## src/rtl/lsu_arbiter.sv

```systemverilog
// Two-port arbiter and single-path access sequencer in front of the load/store unit.
// Port 0 is the pipeline MEM stage, port 1 is the debug/DMA master; each accepted request gets one LSU cycle.
//
// state    | meaning
// ---------+-------------------------------------------------------------
// S_IDLE   | no command held, ready to accept
// S_ACCESS | latched command drives the LSU for exactly one cycle
// S_RESP   | response registered and presented; may accept the next request
module lsu_arbiter #(
   parameter int LOCK_MAX = 8
) (
   input  logic        i_clk,
   input  logic        i_reset_n,

   input  logic        i_p0_valid,
   output logic        o_p0_ready,
   input  logic        i_p0_wren,
   input  logic [31:0] i_p0_addr,
   input  logic [31:0] i_p0_wdata,
   input  logic [2:0]  i_p0_slt,
   output logic        o_p0_rvalid,
   output logic [31:0] o_p0_rdata,
   output logic        o_p0_err,
   input  logic        i_p0_lock,

   input  logic        i_p1_valid,
   output logic        o_p1_ready,
   input  logic        i_p1_wren,
   input  logic [31:0] i_p1_addr,
   input  logic [31:0] i_p1_wdata,
   input  logic [2:0]  i_p1_slt,
   output logic        o_p1_rvalid,
   output logic [31:0] o_p1_rdata,
   output logic        o_p1_err,

   output logic        o_lsu_wren,
   output logic [31:0] o_lsu_addr,
   output logic [31:0] o_st_data,
   output logic [2:0]  o_slt_sl,
   input  logic [31:0] i_ld_data
);

   localparam int CW = $clog2(LOCK_MAX + 1);
   localparam logic [CW-1:0] LOCK_MAX_C = CW'(LOCK_MAX);

   localparam logic [2:0] SLT_SB  = 3'b000;
   localparam logic [2:0] SLT_SH  = 3'b001;
   localparam logic [2:0] SLT_SW  = 3'b010;
   localparam logic [2:0] SLT_LH  = 3'b100;
   localparam logic [2:0] SLT_LW  = 3'b101;
   localparam logic [2:0] SLT_LHU = 3'b111;

   typedef enum logic [1:0] {
      S_IDLE   = 2'd0,
      S_ACCESS = 2'd1,
      S_RESP   = 2'd2
   } state_t;

   state_t state, state_nxt;

   logic          rr;
   logic          last_p0;
   logic [CW-1:0] lock_cnt;

   logic          cmd_port;
   logic          cmd_wren;
   logic [31:0]   cmd_addr;
   logic [31:0]   cmd_wdata;
   logic [2:0]    cmd_slt;
   logic          cmd_err;

   logic          can_accept;
   logic          lock_win;
   logic          pick1;
   logic          grant0;
   logic          grant1;
   logic          accept;
   logic          sel_wren;
   logic [31:0]   sel_addr;
   logic [31:0]   sel_wdata;
   logic [2:0]    sel_slt;
   logic          sel_err;
   logic          load_ok;

   // Rejects anything outside the memory map, stores to the read-only switch
   // window, wren/slt class disagreement and misaligned half/word accesses.
   function automatic logic req_err(input logic wren, input logic [31:0] addr,
                                    input logic [2:0] slt);
      logic sw_region;
      logic legal;
      logic store_type;
      logic misal;
      sw_region  = (addr[31:12] == 20'h10010);
      legal      = (addr[31:16] == 16'h0000) ||
                   ((addr >= 32'h1000_0000) && (addr <= 32'h1000_4FFF)) ||
                   sw_region;
      store_type = (slt == SLT_SB) || (slt == SLT_SH) || (slt == SLT_SW);
      misal      = (((slt == SLT_SW) || (slt == SLT_LW)) && (addr[1:0] != 2'b00)) ||
                   (((slt == SLT_SH) || (slt == SLT_LH) || (slt == SLT_LHU)) && addr[0]);
      return !legal || (sw_region && wren) || (wren != store_type) || misal;
   endfunction

   // Arbitration: lock keeps port 0 in charge for up to LOCK_MAX contended grants.
   always_comb begin
      can_accept = (state == S_IDLE) || (state == S_RESP);
      lock_win   = last_p0 && i_p0_lock && (lock_cnt < LOCK_MAX_C);
      pick1      = i_p1_valid && (!i_p0_valid || (rr && !lock_win));
      grant0     = can_accept && i_p0_valid && !pick1;
      grant1     = can_accept && pick1;
      accept     = grant0 || grant1;
      sel_wren   = pick1 ? i_p1_wren  : i_p0_wren;
      sel_addr   = pick1 ? i_p1_addr  : i_p0_addr;
      sel_wdata  = pick1 ? i_p1_wdata : i_p0_wdata;
      sel_slt    = pick1 ? i_p1_slt   : i_p0_slt;
      sel_err    = req_err(sel_wren, sel_addr, sel_slt);
   end

   assign o_p0_ready = grant0;
   assign o_p1_ready = grant1;

   always_comb begin
      state_nxt = state;
      case (state)
         S_IDLE:   if (accept) state_nxt = S_ACCESS;
         S_ACCESS: state_nxt = S_RESP;
         S_RESP:   state_nxt = accept ? S_ACCESS : S_IDLE;
         default:  state_nxt = S_IDLE;
      endcase
   end

   always_ff @(posedge i_clk or negedge i_reset_n) begin
      if (!i_reset_n) begin
         state <= S_IDLE;
      end else begin
         state <= state_nxt;
      end
   end

   always_ff @(posedge i_clk or negedge i_reset_n) begin
      if (!i_reset_n) begin
         rr       <= 1'b0;
         last_p0  <= 1'b0;
         lock_cnt <= '0;
      end else begin
         if (grant0) begin
            rr      <= 1'b1;
            last_p0 <= 1'b1;
         end else if (grant1) begin
            rr      <= 1'b0;
            last_p0 <= 1'b0;
         end
         if (!i_p0_lock || grant1) begin
            lock_cnt <= '0;
         end else if (grant0 && i_p1_valid && (lock_cnt < LOCK_MAX_C)) begin
            lock_cnt <= lock_cnt + 1'b1;
         end
      end
   end

   // The command register doubles as the LSU output register, so the LSU
   // address/data/type hold their last values once ACCESS ends.
   always_ff @(posedge i_clk or negedge i_reset_n) begin
      if (!i_reset_n) begin
         cmd_port  <= 1'b0;
         cmd_wren  <= 1'b0;
         cmd_addr  <= '0;
         cmd_wdata <= '0;
         cmd_slt   <= '0;
         cmd_err   <= 1'b0;
      end else if (accept) begin
         cmd_port  <= pick1;
         cmd_wren  <= sel_wren;
         cmd_addr  <= sel_addr;
         cmd_wdata <= sel_wdata;
         cmd_slt   <= sel_slt;
         cmd_err   <= sel_err;
      end
   end

   assign o_lsu_wren = (state == S_ACCESS) && cmd_wren && !cmd_err;
   assign o_lsu_addr = cmd_addr;
   assign o_st_data  = cmd_wdata;
   assign o_slt_sl   = cmd_slt;

   assign load_ok = !cmd_err && !cmd_wren;

   // Per-port response flops are loaded only at the end of ACCESS and cleared
   // otherwise, so rdata/err are zero whenever rvalid is low.
   always_ff @(posedge i_clk or negedge i_reset_n) begin
      if (!i_reset_n) begin
         o_p0_rvalid <= 1'b0;
         o_p0_rdata  <= '0;
         o_p0_err    <= 1'b0;
         o_p1_rvalid <= 1'b0;
         o_p1_rdata  <= '0;
         o_p1_err    <= 1'b0;
      end else if (state == S_ACCESS) begin
         o_p0_rvalid <= !cmd_port;
         o_p0_rdata  <= (!cmd_port && load_ok) ? i_ld_data : 32'h0;
         o_p0_err    <= !cmd_port && cmd_err;
         o_p1_rvalid <= cmd_port;
         o_p1_rdata  <= (cmd_port && load_ok) ? i_ld_data : 32'h0;
         o_p1_err    <= cmd_port && cmd_err;
      end else begin
         o_p0_rvalid <= 1'b0;
         o_p0_rdata  <= '0;
         o_p0_err    <= 1'b0;
         o_p1_rvalid <= 1'b0;
         o_p1_rdata  <= '0;
         o_p1_err    <= 1'b0;
      end
   end

endmodule

```

## config.mk

```make
export PLATFORM = sky130hd
export DESIGN_NAME = lsu_arbiter
export DESIGN_NICKNAME = d
export VERILOG_FILES = /design/src/rtl/lsu_arbiter.sv
export SDC_FILE = /design/constraint.sdc
export NUM_CORES = 1
export LEC_CHECK = 0
export BUFFER_PORTS_ARGS = -buffer_cell sky130_fd_sc_hd__buf_2
export CAP_MARGIN = 30
export CORE_AREA = 2 2 119 121
export CTS_CLUSTER_SIZE = 30
export DETAILED_ROUTE_END_ITERATION = 12
export DIE_AREA = 0 0 121 123
export GPL_TIMING_DRIVEN = 0
export PLACE_DENSITY = 0.89
export SETUP_SLACK_MARGIN = 0.2
export SLEW_MARGIN = 10
export SYNTH_ARGS = -nofsm -noshare
export SYNTH_HDL_FRONTEND = slang
export SYNTH_SLANG_ARGS = --single-unit
```

## constraint.sdc

```tcl
create_clock -name i_clk -period 2 [get_ports i_clk]
set_input_delay 0.5 -clock i_clk [delete_from_list [all_inputs] [get_ports i_clk]]
set_output_delay 0.5 -clock i_clk [all_outputs]
set_load 0.005 [all_outputs]
```

==> metrics, run 1 <==
total grt overflow 0; Detailed Route Iter0 Violations between 200 and 300; Detail Placement HPWL about 14000 µm; total number of yosys warnings 0; vias in the first global route around 5600; final period utilization 1.019; clock latency on the worst-skew pair slightly above 400 ps; Setup crit end kind output port; number of maximum-capacitance violations 0; # fillers approximately 1100; final core utilization 0.6395; Clock transition at path regs approximately 60 ps; Max Clock Freq between 0.4 and 0.5 GHz; Data arrival, critical path around 1500 ps; Mapped Avg Cell Area 11.21 µm²; final setup fails 2; gr usage total 0.2415; leading cell type by number of instances after synthesis sky130_fd_sc_hd__dfrtp_1; router iterations before antenna repair 5; maximum number of pins on one net before global-route repair 85; drt via density 5.188; fraction of registers with async set/reset 1.000; die area approximately 15000 µm²; cell breakdown of the critical path nand2b_4, nand3_2, buf_8, buf_12, nor2_4, buf_2; initial standard-cell utilization of the core 0.4421; final hold violations 0; clock root buffer sky130_fd_sc_hd__clkbuf_16; Gate Count Post-Synth approximately 540; library cell occupying the most area in the post-synthesis netlist sky130_fd_sc_hd__dfrtp_1; net count after synthesis just over 700; Critical path buffers and inverters 3; number of standard-cell rows in the floorplan 43; # IOs roughly 310; violations in the final reports setup timing; Period minus WS final 2039 ps; placeable core area between 10000 and 15000 µm²; Post-Synthesis Cell Area ~6000 µm²; Final Net Count between 1000 and 1500; synth unique cells between 40 and 50; Clock H-tree levels 4; count of flip-flops with a built-in enable after synthesis 0; number of CTS-inserted buffers 17; Max Transition Viols Final 0; Synth Register Bits 145; Seq/Total Area, Yosys 0.6029; unrepaired setup endpoints after global routing true; Slowest-stage cell, CP sky130_fd_sc_hd__dfrtp_1; worst setup path class register to output port; clk sinks 145; run status complete, but fails checks; post-layout power about 7800 µW; initial antenna violation count 0; most common library cells after synthesis sky130_fd_sc_hd__dfrtp_1 (145), sky130_fd_sc_hd__o21ai_0 (71), sky130_fd_sc_hd__nand2_1 (69); Die Height approximately 120 µm; largest fanout on the critical path 5; clock tree from TritonCTS done; pwr/cell area between 900 and 1000 nW/µm²; Routed Wire Length 18030 µm; required arrival time at the worst endpoint about 1500 ps; x dimension of the die ~120 µm; number of antenna repair diodes 0; Post-DRT Antenna Nets 0; kind of start point of the critical path register; max incr delay on CP between 300 and 400 ps; post-placement setup slack -631.5 ps; synth-to-layout area growth 44.64%; transition time of the tightest slew-check pin between 500 and 600 ps; worst slew margin relative to its limit 0.6107; global-route wire length before repair between 20000 and 30000 µm; wire per inst 16.79 µm; class of the worst hold path primary input to asynchronous set/reset pin; Clock Skew 8.511 ps; share of final-layout standard cells stronger than drive strength 1 0.4351; maximum vdd ir drop 486.2 µV; routability-driven placement congestion ratio 0.8586; Max Root-Sink Buffers 2; minimum setup slack in the final design -38.83 ps; static leakage power about 0.005 µW; DRC violation count after routing 0; number of buffer cells added on primary ports 310; kind of cell adding the most delay to the critical path flip-flops; Synth top area share 0.6029; routed via count around 5600; largest cells by area after synthesis sky130_fd_sc_hd__dfrtp_1 (60%), sky130_fd_sc_hd__mux2i_1 (11%), sky130_fd_sc_hd__and3_1 (7.0%), sky130_fd_sc_hd__o21ai_0 (5.9%), sky130_fd_sc_hd__nand2_1 (4.3%); dominant synthesized flop cell sky130_fd_sc_hd__dfrtp_1; R2R Setup Slk between 100 and 150 ps
[metal layers]
metal	GRT usage	wire (µm)	vias to the layer above
met5	0	0	-
li1	-	-	2584
met2	0.4266	9263	267
met3	0.05489	1207	23
met1	0.2927	7326	2698
met4	0.07994	231	0
[kinds of logic after synthesis]
group           Yosys count  share of synthesized area
compound gates           95                    0.08960
simple gates            186                     0.1630
fa+ha+maj                 1                   0.002079
xor+xnor                  2                   0.002911
buf+inv                  40                    0.02640
mux                      68                     0.1131
flops                   145                     0.6029
[cells in the final DEF, fill, tap and decap left out, types with 10 or more instances in the layout]
| master | count |
|---|---|
| sky130_fd_sc_hd__and3_1 | 67 |
| sky130_fd_sc_hd__mux2i_1 | 65 |
| sky130_fd_sc_hd__buf_2 | 309 |
| sky130_fd_sc_hd__clkbuf_1 | 22 |
| sky130_fd_sc_hd__dfrtp_1 | 144 |
| sky130_fd_sc_hd__nand2_1 | 69 |
| sky130_fd_sc_hd__buf_4 | 15 |
| sky130_fd_sc_hd__nor2_1 | 10 |
| sky130_fd_sc_hd__clkbuf_16 | 18 |
| sky130_fd_sc_hd__o21ai_0 | 71 |
[repair_timing]
action,4_1_cts,5_1_grt
buffers inserted,9,5
pin swaps,4,2
gates resized for setup,42,18
hold buffers,0,0
setup endpoints to repair,79,48
[area by class of cell]
| class | count | area [µm²] | share of cell area |
|---|---|---|---|
| Clock buffer | 18 | 429.2 | 0.04930 |
| Sequential cell | 145 | 3630 | 0.4170 |
| Inverter | 4 | 15.01 | 0.001725 |
| Clock inverter | 14 | 122.6 | 0.01409 |
| Tap cell | 180 | 225.2 | 0.02587 |
| Multi-Input combinational cell | 352 | 2318 | 0.2663 |
| Timing Repair Buffer | 325 | 1690 | 0.1942 |
| Buffer | 36 | 274.0 | 0.03148 |
[where the power goes]
group / total (µW) / switching [µW] / internal, µW
registers: 3410 / 173 / 3240
clock network: 2930 / 1310 / 1630
logic: 1490 / 792 / 698
total: 7840 / 2270 / 5570
[worst paths after layout]
path | start | to | depth (start not counted)
worst max-delay path | last_p0 | o_p1_ready | 6
max in group asynchronous | i_reset_n | state[0] | 2
worst max register to register | lock_cnt[3] | cmd_err | 7
min in group i_clk | i_ld_data[24] | o_p0_rdata[24] | 2
worst min register to register | o_st_data[11] | o_st_data[11] | 2
worst min-delay path | i_reset_n | o_p1_rdata[16] | 1
[per-stage QoR]
step / TNS [ps] / area [µm²] / hold WS, ps / cells
after floorplan: 0 / 6021 / 204.4 / 537
after global placement: -243660 / 7797 / 456.8 / 1027
after detailed placement: -31820 / 7831 / 464.9 / 1028
after CTS: -29.91 / 8612 / 72.90 / 1069
after global routing: -261.7 / 8705 / 98.51 / 1074
final: -75.14 / 8705 / 57.21 / 1074
[flip-flops by register name (all words and copies together), names as in the netlist]
name / count
o_p0_rvalid: 1
cmd_err: 1
last_p0: 1
o_p0_rdata: 32
o_slt_sl: 3
o_p1_err: 1
state: 2
o_p1_rdata: 32
o_lsu_addr: 32
lock_cnt: 4
o_p1_rvalid: 1
o_st_data: 32
cmd_port: 1
o_p0_err: 1
cmd_wren: 1
Note: power is estimated with default switching activity, not from simulation.
==> inputs of run 2 (changes only) <==
Settings changed: ABC_AREA from default to 1, PLACE_DENSITY 0.89 to 0.9.
==> run 2 against run 1 <==
  * The run still ends with setup timing left
  * Critical path depth grew 4
  * First-iteration DRC count rose by 37%
  * Clock-buffer cell count increased by 1
  * Synthesized cell count increased by 24%
  * Final cell count rose by 13%
  * Maximum frequency up 1.5%
  * Utilization rose by 2.6 points
  * Via count grew 8.7%
  * Register-to-register slack got worse by 110 ps
  * Flip-flop and latch count unchanged
  * Clock skew increased by 3.8 ps
  * Final area grew 4.0%
  * Largest cell class unchanged
==> metrics, run 2 <==
run status complete, but fails checks; violations in the final reports setup timing; total number of yosys warnings 0 (unchanged); Period minus WS final 2010 ps (-29.27 ps); routed via count 6054 (+8.7%); largest cells by area after synthesis sky130_fd_sc_hd__dfrtp_1 (59%), sky130_fd_sc_hd__nand2_1 (10%), sky130_fd_sc_hd__mux2i_1 (7.0%), sky130_fd_sc_hd__nor3_1 (5.5%), sky130_fd_sc_hd__o21ai_0 (5.1%); number of antenna repair diodes 0 (unchanged); commonest non-fill, non-tap cells in the layout sky130_fd_sc_hd__buf_2 (311), sky130_fd_sc_hd__nand2_1 (162), sky130_fd_sc_hd__dfrtp_1 (145); final period utilization 1.005 (-0.01464); Synth top area share 0.5900 (-0.01288); router iterations before antenna repair 5 (unchanged); Final Net Count 1194 (+13%); routability-driven placement congestion ratio 0.8777 (+2.2%); Synth Register Bits 145 (unchanged); global-route wire length before repair 29610 µm (+6.2%); maximum number of pins on one net before global-route repair 82 (-3.5%); R2R Setup Slk 20 ps (-110 ps); die area 14880 µm² (unchanged); area of combinational cells with multiple inputs 2235 µm² (-3.6%); final std cell area, no fill 9055 µm² (+4.0%); vias in the first global route 5753 (+3.2%); number of standard-cell rows in the floorplan 43 (unchanged); Max Transition Viols Final 0 (unchanged); kind of cell adding the most delay to the critical path buffers and inverters; minimum setup slack in the final design -9.552 ps (+29.27 ps); net count after synthesis 839 (+18%); transition time of the tightest slew-check pin 764.5 ps (+184.9 ps); Max Clock Freq 0.4976 GHz (+1.5%); pwr/cell area 947.7 nW/µm² (+5.2%); static leakage power 0.005216 µW (+3.2%); leading cell type in the layout, fill and taps excluded sky130_fd_sc_hd__buf_2; x dimension of the die 121 µm (unchanged); Die Height 123 µm (unchanged); number of maximum-capacitance violations 0 (unchanged); Routed Wire Length 19800 µm (+9.8%); Clock transition at path regs 60 ps (about the same); class of the worst hold path primary input to asynchronous set/reset pin; worst setup path class register to output port; initial standard-cell utilization of the core 0.4518 (+0.009652); gr usage total 0.2592 (+0.01770); cell breakdown of the critical path inv_2, nand2_2, nand2_2, nand2_4, nand2_4, buf_8, buf_12, nand2_4, inv_2, buf_2; Gate Count Post-Synth 665 (+24%); number of CTS-inserted buffers 17 (unchanged); most common library cells after synthesis sky130_fd_sc_hd__nand2_1 (168), sky130_fd_sc_hd__dfrtp_1 (145), sky130_fd_sc_hd__nor3_1 (68); clock tree from TritonCTS done; max incr delay on CP 400 ps (+20 ps); unrepaired setup endpoints after global routing true; Post-DRT Antenna Nets 0 (unchanged); largest fanout on the critical path 3 (-2); Max Root-Sink Buffers 2 (unchanged); wire per inst 16.34 µm (-2.7%); Reg-to-Reg End cmd_err; Detailed Route Iter0 Violations 406 (+37%); final hold violations 0 (unchanged); leading cell type by number of instances after synthesis sky130_fd_sc_hd__nand2_1; required arrival time at the worst endpoint 1500 ps (about the same); launch instance of the worst register-to-register path lock_cnt[3]; share of final-layout standard cells stronger than drive strength 1 0.4167 (-0.01846); total grt overflow 0 (unchanged); clock latency on the worst-skew pair 410 ps (about the same); drt via density 4.995 (-3.7%); Most Frequent Cell on Critical Path sky130_fd_sc_hd__nand2_4; r2r worst-path depth 18 (+11); # fillers 1050 (-0.095%); DRC violation count after routing 0 (unchanged); Sequential Area 3628 µm² (about the same); Setup crit end kind output port; Clock H-tree levels 4 (unchanged); count of flip-flops with a built-in enable after synthesis 0 (unchanged); Post-Synthesis Cell Area 6150 µm² (+2.2%); final core utilization 0.6652 (+0.02574); synth unique cells 23 (-44%); worst slew margin relative to its limit 0.4903 (-0.1203); Seq/Total Area, Yosys 0.5900 (-0.01288); Critical Path Source lock_cnt[3]; clk sinks 145 (unchanged); Slowest-stage cell, CP sky130_fd_sc_hd__dfrtp_1; maximum vdd ir drop 497.9 µV (+2.4%); hold buffers post-CTS 0 (unchanged); kind of start point of the critical path register; synth-to-layout area growth 47.24%; Detail Placement HPWL 14560 µm (+6.7%); # IOs 311 (unchanged); number of buffer cells added on primary ports 309 (-0.32%); fraction of registers with async set/reset 1.000 (unchanged); clock root buffer sky130_fd_sc_hd__clkbuf_16; Placement Cell Area 7955 µm² (+1.6%); Mapped Avg Cell Area 9.248 µm² (-17%); number of cells on the critical path 10 (+4); library cell occupying the most area in the post-synthesis netlist sky130_fd_sc_hd__dfrtp_1; Data arrival, critical path 1510 ps (-30 ps); final setup fails 1 (-1); placeable core area 13610 µm² (unchanged); Critical path buffers and inverters 5 (+2); Clock Skew 12.30 ps (+3.786 ps); dominant synthesized flop cell sky130_fd_sc_hd__dfrtp_1; Critical Path End o_p0_ready; initial antenna violation count 0 (unchanged)
## run 2: cell count changes after synthesis, moves of 5 or more
cell,delta
sky130_fd_sc_hd__and3_1,-67
sky130_fd_sc_hd__buf_2,+5
sky130_fd_sc_hd__clkbuf_1,-7
sky130_fd_sc_hd__inv_1,+62
sky130_fd_sc_hd__mux2i_1,-25
sky130_fd_sc_hd__nand2_1,+99
sky130_fd_sc_hd__nand3_1,+31
sky130_fd_sc_hd__nor2_1,+11
sky130_fd_sc_hd__nor3_1,+67
sky130_fd_sc_hd__nor4_1,-7
sky130_fd_sc_hd__o21ai_0,-8
## run 2: metrics by stage
step	hold WS [ps]	setup TNS (ps)	cells	setup slack [ps]	total power, µW
after detailed placement	416.3	-17090	1155	-323.5	5308
after CTS	88.30	-127.6	1205	-88.34	8481
after global placement	404.6	-229590	1154	-1480	5230
after floorplan	204.4	0	665	219.8	4368
after global routing	118.2	-228.1	1212	-107.6	9007
final	70.94	-9.552	1212	-9.552	8581
## run 2: worst min-delay path by stage
stage               startpoint             end  slack (ps)
detailed placement    state[1]        state[1]         420
CTS                  i_reset_n  o_p0_rdata[12]          90
global route         i_reset_n  o_p0_rdata[12]         120
floorplan            i_reset_n         cmd_err         200
finish               i_reset_n   o_st_data[18]          70
global placement      state[1]        state[1]         400
## run 2: per-layer routing
metal | part of all wire | wire length, µm | global-route usage | vias to the layer above
li1 | - | - | - | 2851
met1 | 0.39 | 7657 | 0.3176 | 2837
met2 | 0.51 | 10180 | 0.4522 | 320
met3 | 0.076 | 1506 | 0.05812 | 46
met4 | 0.023 | 463 | 0.09084 | 0
met5 | 0 | 0 | 0 | -
## run 2: logic make-up after synthesis
kind of cell / synth area share
AOI/OAI and AO/OA: 0.05514
adders and majority gates: 0.002034
buffers and inverters: 0.07263
DFF: 0.5900
muxes: 0.06999
and+or+nand+nor: 0.2102
## run 2: final cells by class
| type | instances | share of cell area |
|---|---|---|
| sequential | 145 | 0.4007 |
| multi-input combinational | 413 | 0.2468 |
| timing repair buffer | 335 | 0.1993 |
| clock buffer | 19 | 0.05002 |
| buffer | 40 | 0.03786 |
| inverter | 68 | 0.02846 |
| tap | 180 | 0.02487 |
| clock inverter | 12 | 0.01202 |
## run 2: repair_timing
item,CTS,global route
gates cloned,2,1
endpoints found under the setup margin,77,69
pin swaps,12,9
buffers inserted,17,6
gates resized for setup,55,82
## run 2: worst reg2reg max path, cell delays in order, from the launching register on
cell,delay [ps]
sky130_fd_sc_hd__dfrtp_1,370
sky130_fd_sc_hd__inv_2,50
sky130_fd_sc_hd__nand2_2,50
sky130_fd_sc_hd__nand2_2,60
sky130_fd_sc_hd__nand2_4,70
sky130_fd_sc_hd__nand2_4,50
sky130_fd_sc_hd__buf_8,130
sky130_fd_sc_hd__buf_6,130
sky130_fd_sc_hd__buf_6,130
sky130_fd_sc_hd__nand2_1,50
sky130_fd_sc_hd__nand2_1,50
sky130_fd_sc_hd__nor2_1,130
sky130_fd_sc_hd__nand2_1,90
sky130_fd_sc_hd__nor2_2,140
sky130_fd_sc_hd__nand3_2,100
sky130_fd_sc_hd__nand2_1,70
sky130_fd_sc_hd__nand2_1,60
sky130_fd_sc_hd__nor2_2,90
sky130_fd_sc_hd__nor2_1,40
## run 2: where the power goes
group,internal [µW],total (µW),leakage [µW],switching [µW]
sequential,3330,3560,0.00189,228
clock,1770,3010,0.000264,1240
combinational,900,2010,0.00306,1110
==> inputs of run 3 (changes only) <==
Settings changed: CORE_AREA 2 2 119 121 to 2 2 160 162, DIE_AREA 0 0 121 123 to 0 0 162 164, GPL_ROUTABILITY_DRIVEN from default to 0, PLACE_DENSITY 0.9 to 0.59, SLEW_MARGIN 10 to 20.
==> run 3 against run 2 <==
  * The flow still finishes with violations (setup timing)
  * Routed wire length grew 10%
  * Clock-buffer cell count shrank 2
  * Critical path depth is the same
  * Clock power grew 15%
  * Final area grew 8.9%
  * Combinational power grew 20%
  * Sequential share of layout area shrank 3.3 points
  * Worst hold slack gained 260 ps
  * Die area grew 79%
  * Critical path type unchanged
  * Highest routed layer unchanged
==> metrics, run 3 (same netlist as run 2, synthesis figures left out) <==
Max Root-Sink Buffers 2 (unchanged); worst hold path cell count 3; gr usage total 0.1569 (-0.1024); R2R Setup Slk -40 ps (-60 ps); Setup crit end kind output port; final period utilization 1.048 (+0.04340); number of maximum-capacitance violations 0 (unchanged); Data arrival, critical path 1600 ps (+90 ps); final hold violations 0 (unchanged); router iterations before antenna repair 4 (-1); Internal 6544 µW (+9.1%); placeable core area 24820 µm² (+82%); Max Transition Viols Final 0 (unchanged); portion of total power attributed to combinational logic 0.256 (+0.022); synth-to-layout area growth 60.31%; x dimension of the die 162 µm (+34%); required arrival time at the worst endpoint 1500 ps (about the same); clock tree from TritonCTS done; DRC violation count after routing 0 (unchanged); share of power burned in registers 0.376 (-0.039); total grt overflow 0 (unchanged); kind of start point of the critical path register; violations in the final reports setup timing; vias in the first global route 5841 (+1.5%); Routed Wire Length 21830 µm (+10%); global-route wire length before repair 31910 µm (+7.7%); share of total power consumed by net switching 0.3049 (+0.004061); number of antenna repair diodes 0 (unchanged); transition time of the tightest slew-check pin 673.3 ps (-91.22 ps); die area 26570 µm² (+79%); Clock Skew 10.99 ps (-1.306 ps); Period minus WS final 2096 ps (+86.81 ps); # IOs 311 (unchanged); Detail Placement HPWL 15680 µm (+7.7%); pwr/cell area 955.0 nW/µm² (+0.77%); clock root buffer sky130_fd_sc_hd__clkbuf_16; Clock H-tree levels 4 (unchanged); routed via count 5882 (-2.8%); leading cell type in the layout, fill and taps excluded sky130_fd_sc_hd__buf_2; Clock transition at path regs 70 ps (about the same); Detailed Route Iter0 Violations 281 (-31%); initial standard-cell utilization of the core 0.2478 (-0.2040); worst setup path class register to output port; largest fanout on the critical path 4 (+1); final core utilization 0.3972 (-0.2680); Post-DRT Antenna Nets 0 (unchanged); Final Net Count 1215 (+1.8%); wire per inst 15.77 µm (-3.5%); r2r worst-path depth 16 (-2); share of final-layout standard cells stronger than drive strength 1 0.4440 (+0.02736); commonest non-fill, non-tap cells in the layout sky130_fd_sc_hd__buf_2 (309), sky130_fd_sc_hd__nand2_1 (153), sky130_fd_sc_hd__dfrtp_1 (145); Max Clock Freq 0.4770 GHz (-4.1%); clock latency on the worst-skew pair 420 ps (about the same); number of CTS-inserted buffers 17 (unchanged); run status complete, but fails checks; worst slew margin relative to its limit 0.5511 (+0.06081); class of the worst hold path primary input to register; maximum number of pins on one net before global-route repair 97 (+18%); number of buffer cells added on primary ports 309 (unchanged); Placement Cell Area 8147 µm² (+2.4%); hold_ws 326.1 ps (+255.1 ps); Clk pwr share 0.368 (+0.017); number of standard-cell rows in the floorplan 58 (+35%); maximum vdd ir drop 569.8 µV (+14%); drt via density 4.250 (-15%); minimum setup slack in the final design -96.36 ps (-86.81 ps); final std cell area, no fill 9858 µm² (+8.9%); switching power of the nets 2871 µW (+11%); clk sinks 145 (unchanged); initial antenna violation count 0 (unchanged); final setup fails 5 (+4); static leakage power 0.005507 µW (+5.6%); unrepaired setup endpoints after global routing true; Die Height 164 µm (+33%)
-- run 3: area by class of cell --
cell class,instances,area (µm²)
fill,2516,14960
tap,330,412.9
timing repair buffer,357,2148
clock inverter,15,212.7
multi-input combinational,412,2262
buffer,40,505.5
sequential,145,3628
clock buffer,17,425.4
inverter,68,262.8
-- run 3: power groups by stage --
stage	logic [µW]	registers, µW	clock network, µW
after floorplan	760	3610	0
after global placement	1750	3580	0
after detailed placement	1790	3580	0
after CTS	2160	3540	3550
after global routing	2650	3590	3700
final	2410	3540	3460
-- run 3: final timing paths --
| path | startpoint | endpoint |
|---|---|---|
| max | lock_cnt[3] | o_p0_ready |
| min | i_ld_data[25] | o_p0_rdata[25] |
| max reg2reg | lock_cnt[3] | cmd_err |
| min reg2reg | o_st_data[0] | o_st_data[0] |
| max in group asynchronous | i_reset_n | lock_cnt[2] |
| min in group asynchronous | i_reset_n | o_st_data[8] |
-- run 3: timing repair --
item	in CTS	in global routing
hold buffers	1	0
buffers inserted	24	14
pin swaps	21	10
gates resized for setup	123	84
setup endpoints to repair	79	78
gates cloned	2	6
hold endpoints to repair	21	0
-- run 3: metrics by stage --
step	setup WS (ps)	instances	power [µW]	TNS (ps)
after floorplan	219.8	665	4368	0
after global placement	-1733	1304	5330	-281350
after detailed placement	-562.3	1305	5371	-31980
after CTS	-138.1	1364	9247	-303.7
after global routing	-187.5	1384	9941	-952.8
final	-96.36	1384	9414	-252.1
-- run 3: routing by layer --
metal  routed length [µm]  global-route usage
met3                 1419             0.03561
met4                  290             0.04385
met2                10780              0.2727
met1                 9336              0.1959
met5                    0                   0
-- run 3: worst max-delay path, cell delays in order, from the launching register on --
cell                      delay, ps
sky130_fd_sc_hd__dfrtp_1        400
sky130_fd_sc_hd__inv_2           70
sky130_fd_sc_hd__nand2_2         50
sky130_fd_sc_hd__nand2_2         70
sky130_fd_sc_hd__nand2_4         60
sky130_fd_sc_hd__nand2_4         90
sky130_fd_sc_hd__buf_8          130
sky130_fd_sc_hd__buf_12         110
sky130_fd_sc_hd__nand2_4         40
sky130_fd_sc_hd__inv_2           70
sky130_fd_sc_hd__buf_6           90
